--- src/rtl/pll_freq_monitor.sv ---
// pll_freq_monitor: measures a PLL-derived clock against clkin by counting
// synchronized rising edges of clk_mon over a fixed gate window, then
// classifies each window and tracks lock / fault status.
//
// Ports:
//   clkin        system clock, rising edge
//   rst          asynchronous active-high reset
//   clk_mon      monitored clock, sampled as asynchronous data
//   enable       1 = monitor runs, 0 = idle with window counters cleared
//   count_out    edge count of the last completed window
//   count_valid  one-cycle pulse when count_out updates
//   locked       LOCK_WINDOWS consecutive good windows seen
//   fault        last completed window out of tolerance
//   fault_cnt    bad windows since reset, saturating at 255
//
// Build option: define PLL_MON_STICKY_FAULT_EN to make FAULT sticky until
// enable drops or rst is asserted.
module pll_freq_monitor #(
  parameter int unsigned GATE_CYCLES  = 27000,
  parameter int unsigned EXP_COUNT    = 1000,
  parameter int unsigned TOL          = 2,
  parameter int unsigned LOCK_WINDOWS = 4,
  parameter int unsigned CNT_W        = 16
) (
  input  logic             clkin,
  input  logic             rst,
  input  logic             clk_mon,
  input  logic             enable,
  output logic [CNT_W-1:0] count_out,
  output logic             count_valid,
  output logic             locked,
  output logic             fault,
  output logic [7:0]       fault_cnt
);

  localparam int unsigned GATE_W   = (GATE_CYCLES > 2) ? $clog2(GATE_CYCLES) : 1;
  localparam int unsigned GOOD_W   = $clog2(LOCK_WINDOWS + 1);
  localparam int unsigned CMP_W    = CNT_W + 1;
  localparam int unsigned LO_BOUND = (EXP_COUNT > TOL) ? EXP_COUNT - TOL : 0;
  localparam int unsigned HI_BOUND = EXP_COUNT + TOL;
  localparam logic [GATE_W-1:0] GATE_LAST = GATE_W'(GATE_CYCLES - 1);

  // Elaboration-time parameter sanity checks
  if (GATE_CYCLES < 2) begin : g_chk_gate
    $error("pll_freq_monitor: GATE_CYCLES must be >= 2");
  end
  if ((64'(EXP_COUNT) + 64'(TOL)) >= (64'd1 << CNT_W)) begin : g_chk_range
    $error("pll_freq_monitor: EXP_COUNT+TOL must fit in CNT_W bits");
  end
  if (LOCK_WINDOWS < 1) begin : g_chk_lock
    $error("pll_freq_monitor: LOCK_WINDOWS must be >= 1");
  end

  typedef enum logic [1:0] {S_IDLE, S_ACQUIRE, S_LOCKED, S_FAULT} state_t;

  logic              mon_s1, mon_s2, mon_prev;
  logic              rise_c;
  logic [GATE_W-1:0] gate;
  logic [CNT_W-1:0]  edge_cnt;
  logic [CNT_W-1:0]  win_cnt_c;
  logic              win_end_c;
  logic              win_good_c;
  state_t            state, state_nxt;
  logic [GOOD_W-1:0] good_cnt, good_cnt_nxt;
  logic [7:0]        fault_cnt_nxt;

  // Two-flop synchronizer plus a history flop for rise detection
  always_ff @(posedge clkin or posedge rst) begin
    if (rst) begin
      mon_s1   <= 1'b0;
      mon_s2   <= 1'b0;
      mon_prev <= 1'b0;
    end else begin
      mon_s1   <= clk_mon;
      mon_s2   <= mon_s1;
      mon_prev <= mon_s2;
    end
  end

  assign rise_c    = mon_s2 & ~mon_prev;
  assign win_end_c = enable && (gate == GATE_LAST);

  // Window total including a rise detected on this cycle (saturating)
  assign win_cnt_c = (rise_c && (edge_cnt != '1)) ? edge_cnt + CNT_W'(1) : edge_cnt;

  assign win_good_c = (CMP_W'(win_cnt_c) >= CMP_W'(LO_BOUND)) &&
                      (CMP_W'(win_cnt_c) <= CMP_W'(HI_BOUND));

  // Gate counter, edge counter and window latch
  always_ff @(posedge clkin or posedge rst) begin
    if (rst) begin
      gate        <= '0;
      edge_cnt    <= '0;
      count_out   <= '0;
      count_valid <= 1'b0;
    end else begin
      count_valid <= win_end_c;
      if (!enable) begin
        gate     <= '0;
        edge_cnt <= '0;
      end else if (gate == GATE_LAST) begin
        gate      <= '0;
        edge_cnt  <= '0;
        count_out <= win_cnt_c;
      end else begin
        gate     <= gate + GATE_W'(1);
        edge_cnt <= win_cnt_c;
      end
    end
  end

  // Lock/fault FSM: next state, good-window run length and fault tally
  always_comb begin
    state_nxt     = state;
    good_cnt_nxt  = good_cnt;
    fault_cnt_nxt = fault_cnt;

    if (win_end_c && !win_good_c && (fault_cnt != 8'hFF)) begin
      fault_cnt_nxt = fault_cnt + 8'd1;
    end

    if (!enable) begin
      state_nxt    = S_IDLE;
      good_cnt_nxt = '0;
    end else begin
      case (state)
        S_IDLE: begin
          state_nxt    = S_ACQUIRE;
          good_cnt_nxt = '0;
        end
        S_ACQUIRE: begin
          if (win_end_c) begin
            if (win_good_c) begin
              good_cnt_nxt = good_cnt + GOOD_W'(1);
              if ((32'(good_cnt) + 32'd1) >= LOCK_WINDOWS) begin
                state_nxt = S_LOCKED;
              end
            end else begin
              good_cnt_nxt = '0;
              state_nxt    = S_FAULT;
            end
          end
        end
        S_LOCKED: begin
          if (win_end_c && !win_good_c) begin
            good_cnt_nxt = '0;
            state_nxt    = S_FAULT;
          end
        end
        S_FAULT: begin
`ifdef PLL_MON_STICKY_FAULT_EN
          state_nxt = S_FAULT;
`else
          // The recovering window is the first of the new good run
          if (win_end_c && win_good_c) begin
            good_cnt_nxt = GOOD_W'(1);
            state_nxt    = (LOCK_WINDOWS <= 1) ? S_LOCKED : S_ACQUIRE;
          end
`endif
        end
        default: begin
          state_nxt    = S_IDLE;
          good_cnt_nxt = '0;
        end
      endcase
    end
  end

  // FSM state and registered status outputs
  always_ff @(posedge clkin or posedge rst) begin
    if (rst) begin
      state     <= S_IDLE;
      good_cnt  <= '0;
      locked    <= 1'b0;
      fault     <= 1'b0;
      fault_cnt <= '0;
    end else begin
      state     <= state_nxt;
      good_cnt  <= good_cnt_nxt;
      locked    <= (state_nxt == S_LOCKED);
      fault     <= (state_nxt == S_FAULT);
      fault_cnt <= fault_cnt_nxt;
    end
  end

endmodule

--- config.mk ---
export PLATFORM = sky130hd
export DESIGN_NAME = pll_freq_monitor
export DESIGN_NICKNAME = d
export VERILOG_FILES = /design/src/rtl/pll_freq_monitor.sv
export SDC_FILE = /design/constraint.sdc
export NUM_CORES = 1
export LEC_CHECK = 0
export ABC_AREA = 1
export ABC_CLOCK_PERIOD_IN_PS = 3200
export BUFFER_PORTS_ARGS = -buffer_cell sky130_fd_sc_hd__buf_2
export CAP_MARGIN = 15
export CORE_ASPECT_RATIO = 0.9
export CORE_MARGIN = 10
export CORE_UTILIZATION = 30
export CTS_BUF_LIST = sky130_fd_sc_hd__clkbuf_4
export DETAILED_ROUTE_END_ITERATION = 12
export PLACE_DENSITY_LB_ADDON = 0.15
export SETUP_SLACK_MARGIN = 0.1
export SLEW_MARGIN = 30
export SYNTH_ARGS = -nofsm -noshare
export SYNTH_HDL_FRONTEND = slang
export SYNTH_SLANG_ARGS = --single-unit
--- constraint.sdc ---
create_clock -name clkin -period 3.2 [get_ports clkin]
set_input_delay 0.32 -clock clkin [delete_from_list [all_inputs] [get_ports clkin]]
set_output_delay 0.32 -clock clkin [all_outputs]
set_load 0.005 [all_outputs]
# After elaboration in Yosys (flattened, before gate mapping)
# Index checks and enable logic that the tools add are counted.
[classes]
reduce_logical = 10
n_lt_le_gt_ge = 3
n_shift = 0
bitwise_logic = 2
addsub = 5
mul = 0
div = 0
eq_ne = 11
n_mux = 18
[op_table]
columns = ["op", "count"]
rows = [
  ["$mux 16", 3],
  ["$mux 15", 2],
  ["$add 16x1->16 const B", 1],
  ["$ge 16x10->1 const B", 1],
  ["$le 16x10->1 const B", 1],
  ["$ne 16x16->1 const B", 1],
  ["$add 15x1->15 const B", 1],
  ["$eq 15x15->1 const B", 1],
  ["$mux 3", 5],
  ["$mux 2", 6],
  ["$pmux 3 s4", 1],
  ["$ne 3x3->1 const B", 3],
  ["$add 8x1->8 const B", 1],
  ["$eq 2x2->1 const B", 4],
  ["$ne 8x8->1 const B", 1],
  ["$pmux 2 s4", 1],
  ["$logic_and 1x1->1", 6],
  ["$add 3x1->4 const B", 1],
  ["$ge 4x3->1 const B", 1],
  ["$add 3x1->3 const B", 1],
  ["$reduce_and 3->1", 1],
  ["$eq 2x1->1 const B", 1],
  ["$logic_not 2->1", 1],
  ["$reduce_and 2->1", 1],
  ["other kinds (3)", 3],
]
[totals]
latchBits = 0
mem_count = 0
output_inout_bits = 27
mem_bits_ro = 0
reg_bits = 66
inputBits = 4
ram_bits = 0
word_cells = 61

# Longest topological paths before layout
[depth]
word_depth = 12
depth_mapped = 22
ltp_nobuf = 21

# Worst setup path after synthesis
# Ideal clock, no wire load.
[synth_path]
kind = "register to register"
startpoint = "reg edge_cnt[0]"
endpoint = "reg good_cnt[0]"
setup_ns = 0.118
stages_incl_launch_ff = 18
synth_period_minus_slack_ns = 2.252
slack_ns = 0.948
t_required_ns = 3.082
n_path_buf = 1
arrival_time_ns = 2.134
cell_sequence = "dfrtp_1 ha_1 inv_1 nor2_4 nand2_2 nor2_4 nor2_4 buf_6 nand2_2 nand2_2 nor2_2 nand3_2 nor2_4 nand4_1 nand2_2 nand3_2 nand2_1 nand2_1"
[synth_between]
elab_chain_cells = 9
elab_cells_between_ends = 17
cone_classes = "add/sub: 1; order compare: 2; eq/ne: 3; mux: 5; reduce/logical: 6"
[synth_lines]
columns = ["element", "line", "source"]
rows = [
  ["start, declared", "59", "logic [CNT_W-1:0] edge_cnt;"],
  ["start signal, assigned", "107", "edge_cnt <= win_cnt_c;"],
  ["parallel branches: the longest is 2 deep, another holds $add 16x1->16", "--", ""],
  ["$mux 16 (*)", "84", "assign win_cnt_c = (rise_c && (edge_cnt != '1)) ? edge_cnt + CNT_W'(1) : edge_cnt;"],
  ["$ge 16x10->1 or $le 16x10->1 (tied branches)", "86, 87", ""],
  ["$logic_and 1x1->1 (*)", "86", "assign win_good_c = (CMP_W'(win_cnt_c) >= CMP_W'(LO_BOUND)) &&"],
  ["$mux 3 or $logic_not 1->1 (tied branches)", "133, 145", ""],
  ["$mux 3 or $logic_and 1x1->1 (tied branches)", "132, 145", ""],
  ["$pmux 3 s4 or $ne 3x3->1 (tied branches)", "--", ""],
  ["$mux 3 or $reduce_and 3->1 (tied branches)", "--", ""],
  ["end signal, assigned", "179", "good_cnt <= good_cnt_nxt;"],
  ["end, declared", "64", "logic [GOOD_W-1:0] good_cnt, good_cnt_nxt;"],
]
# Mark *: on every way between the ends. The select of a mux whose other input is x is not followed.
# A chain may end at the register's enable or synchronous reset.

# Final worst setup path
[layout_path]
startpoint = "reg edge_cnt[0]"
endpoint = "reg good_cnt[1]"
# The elaborated chain is that of the path after synthesis.

==> metrics.md <==
| Metric | Value |
|---|---|
| Synth top area share | 42.0% |
| Status | complete, no violations |
| Flop pwr share | 53.6% |
| Number of synthesized flops with an enable pin | 0 |
| Required @ worst endpoint | 3550 ps |
| Fraction of layout cells with a size suffix above 1 | a little over a fifth |
| Core area | 0.0127 mm2 |
| Leakage | 2.16 nW |
| WL/cell | 13.1 um |
| Synth top area cells | dfrtp_1, nand2_1, inv_1, nor2_1, nand3_1 |
| Htree depth | 3 |
| Global route overflow | 0 |
| Via Count | 3,255 |
| Initial DRC Count | 200 |
| Post-cts sizing count | 0 |
| CTS Buf Count | 9 |
| Worst skew pair latency | about 460 ps |
| Gate power share | 7.5% |
| Setup Skew | about 12 ps |
| FILL cells | approximately 1,400 |
| Post-synth cell types | 35 |
| Pre-Repair DR Iteration Count | 4 |
| Worst ir drop on vdd | around 0.27 mV |
| Most frequent cells after synthesis | nand2_1, dfrtp_1, inv_1 |
| First-pass GRT wire length | 16,200 um |
| Yosys reg bits | 66 |
| Most common cell in the netlist | nand2_1 |
| Initial Util | 30.8% |
| Port Buffers | 30 |
| Synth warn | 0 |
| FMAX | between 300 and 400 MHz |
| Total Nets Final | ~560 |
| Area of the die | about 0.018 mm2 |
| Final setup viols | 0 |
| # rows | 39 |
| RSZ-0062 raised after global routing | false |
| Root buffer cell | clkbuf_4 |
| WHS | 143 ps |
| Area leader, netlist | dfrtp_1 |
| Residual DRC | 0 |
| Top FF cell, synth | dfrtp_1 |
| Final Hold Fails | 0 |
| Initial antenna violation count | 1 |
| Worst-path clk slew | 110 ps |
| Async SR Flop Fraction | 100% |
| Worst relative slew slack | 49.8% |
| Slowest CP cell | dfrtp_1 |
| Worst hold path type | primary input to flop |
| Period utilization | between 80% and 90% |
| Net Sw Frac | 25.9% |
| Vias in the first global route | 3,237 |
| Routed Wire Length | about 9400 um |
| Post-Syn Nets | 516 |
| Io pins | 31 |
| Worst Path Arrival | 3040 ps |
| Power Density | 365 mW/mm2 |
| Placer Congestion | about 0.84 |
| Worst setup SP type | flop |
| Post-synthesis sequential area ratio | 42.0% |
| Worst Setup End Kind | flop |
| Slew Viols, Final | 0 |
| Max-cap violations | 0 |
| Clk buf depth | 2 |
| CP Class | flop to flop |
| Switching Power | 0.420 mW |
| Clock power share | 38.8% |
| Crit-path max FO | 15 |
| Mean area per synthesized cell | around 7.7 um2 |
| Clock Sinks | 66 |
| Die Width | 141 um |
| Critical path cell sequence | ha_1 > inv_1 > nor2_4 > nand2_2 > nor2_4 > nor2_4 > nand2_1 > nand2_1 > nor2_4 > nand2_2 > nand3_2 > nand2_2 > nand4_1 > nand2_2 > nand3_2 > nand2_1 > nand2_1 |
| Syn Inst Count | 508 |
| Largest net degree at the start of global routing | 55 |
| Die Ht | 129 um |
| Fin crit period | 2690 ps |
| Dpl hpwl | 6990 um |
| TritonCTS clock tree | built |
| Worst slew pin tran | 752 ps |
| GRT Total Usage | roughly 11% |
| Setup TNS | 0 ps |
| Area delta synth->final | 12.9% |
| Synthesized cell area | 0.00393 mm2 |
| CP peak stage delay | ~440 ps |
| Int Pwr | 1.20 mW |
| Vias per cell | 4.54 |
| ANT nets after route | 0 |
==> final cells by class <==
type                            count  area, um2  area share [%]
Multi-Input combinational cell    365       1970            44.4
Sequential cell                    66       1650            37.2
Inverter                           70        263            5.92
Tap cell                          164        205            4.63
Timing Repair Buffer               35        193            4.34
Clock inverter                      7       83.8            1.89
Clock buffer                        9       67.6            1.52
Antenna cell                        1       2.50          0.0564
==> layer usage <==
metal	wire [um]	vias to the layer above	global-route usage, %	part of all wire [%]
met4	135	0	2.91	1.4
li1	-	1704	-	-
met1	4990	1496	15.1	53
met5	0	-	0	0
met2	3760	44	15.8	40
met3	484	11	4.41	5.2
==> placed cells by master (no fill, tap or decap), types with 2 or more instances in the layout <==
cell type,synthesis,routed
nor2_4,10,10
nor2_2,7,7
buf_2,0,30
nand3_1,27,27
buf_4,0,3
bufinv_16,0,2
nand2_1,132,132
a31oi_1,2,2
nor3_1,8,8
nand4_1,21,21
xor2_1,8,8
a21oi_1,10,10
nand3_2,4,4
nand2_2,20,20
clkbuf_4,0,9
inv_2,8,9
o21ai_2,2,2
ha_1,4,4
nand2_4,10,10
clkinv_2,0,4
dfrtp_1,66,66
nor2_1,57,57
nor4_1,6,6
nand3_4,2,2
o21ai_0,22,22
o21ai_1,2,2
inv_1,62,61
nand3b_4,2,2
dlygate4sd3_1,0,2
==> state kept, by name, indices dropped and copies added (netlist names) <==
| signal | cells |
|---|---|
| locked | 1 |
| good_cnt | 3 |
| mon_s1 | 1 |
| count_out | 16 |
| fault | 1 |
| count_valid | 1 |
| edge_cnt | 16 |
| fault_cnt | 8 |
| mon_prev | 1 |
| gate | 15 |
| state | 2 |
| mon_s2 | 1 |
==> cell families after synthesis <==
| group | synth area share (%) |
|---|---|
| compound gates | 6.05 |
| simple gates | 40.8 |
| fa+ha+maj | 1.27 |
| xor+xnor | 2.01 |
| flops | 42.0 |
| buf+inv | 7.83 |
==> final timing paths <==
| path | depth (start not counted) | to | start | slack (ps) |
|---|---|---|---|---|
| worst max register to register | 17 | good_cnt[1]$_DFFE_PP0P_ | edge_cnt[0]$_DFF_PP0_ | 510 |
| worst min register to register | 0 | mon_s2$_DFF_PP0_ | mon_s1$_DFF_PP0_ | 360 |
| worst max-delay path | 17 | good_cnt[1]$_DFFE_PP0P_ | edge_cnt[0]$_DFF_PP0_ | 510 |
| worst min-delay path | 3 | state[1]$_DFF_PP0_ | enable | 140 |
| min in group asynchronous | 3 | gate[11]$_DFF_PP0_ | rst | 340 |
| max in group asynchronous | 4 | edge_cnt[2]$_DFF_PP0_ | rst | 1830 |
==> power by group through the flow <==
stage               Combinational (mW)  Clock [mW]  Sequential [mW]
floorplan                       0.0861           0            0.883
global placement                 0.123           0            0.885
detailed placement               0.124           0            0.885
CTS                              0.126       0.663            0.869
global route                     0.140       0.701            0.872
finish                           0.122       0.629            0.869
==> what timing repair did <==
action,4_1_cts,5_1_grt
hold endpoints to repair,13,0
hold buffers,2,0
setup buffers,0,0
==> metrics by stage <==
| stage | worst slack (ps) | power [mW] | std cells | instance area (um2) | util, % |
|---|---|---|---|---|---|
| 2_1_floorplan | 948 | 0.970 | 508 | 3930 | - |
| 3_3_place_gp | 583 | 1.01 | 698 | 4260 | 33.5 |
| 3_5_place_dp | 522 | 1.01 | 698 | 4260 | 33.5 |
| 4_1_cts | 508 | 1.66 | 716 | 4430 | 34.8 |
| 5_1_grt | 210 | 1.71 | 717 | 4440 | 34.8 |
| 6_report | 507 | 1.62 | 717 | 4440 | 34.8 |
==> critical path, delay by kind of cell (launching register included) <==
kind          cells  cell delay (ps)
flops             1              440
buf+inv           1              110
fa+ha+maj         1              280
simple gates     15             1740
Note: power is estimated with default switching activity, not from simulation.
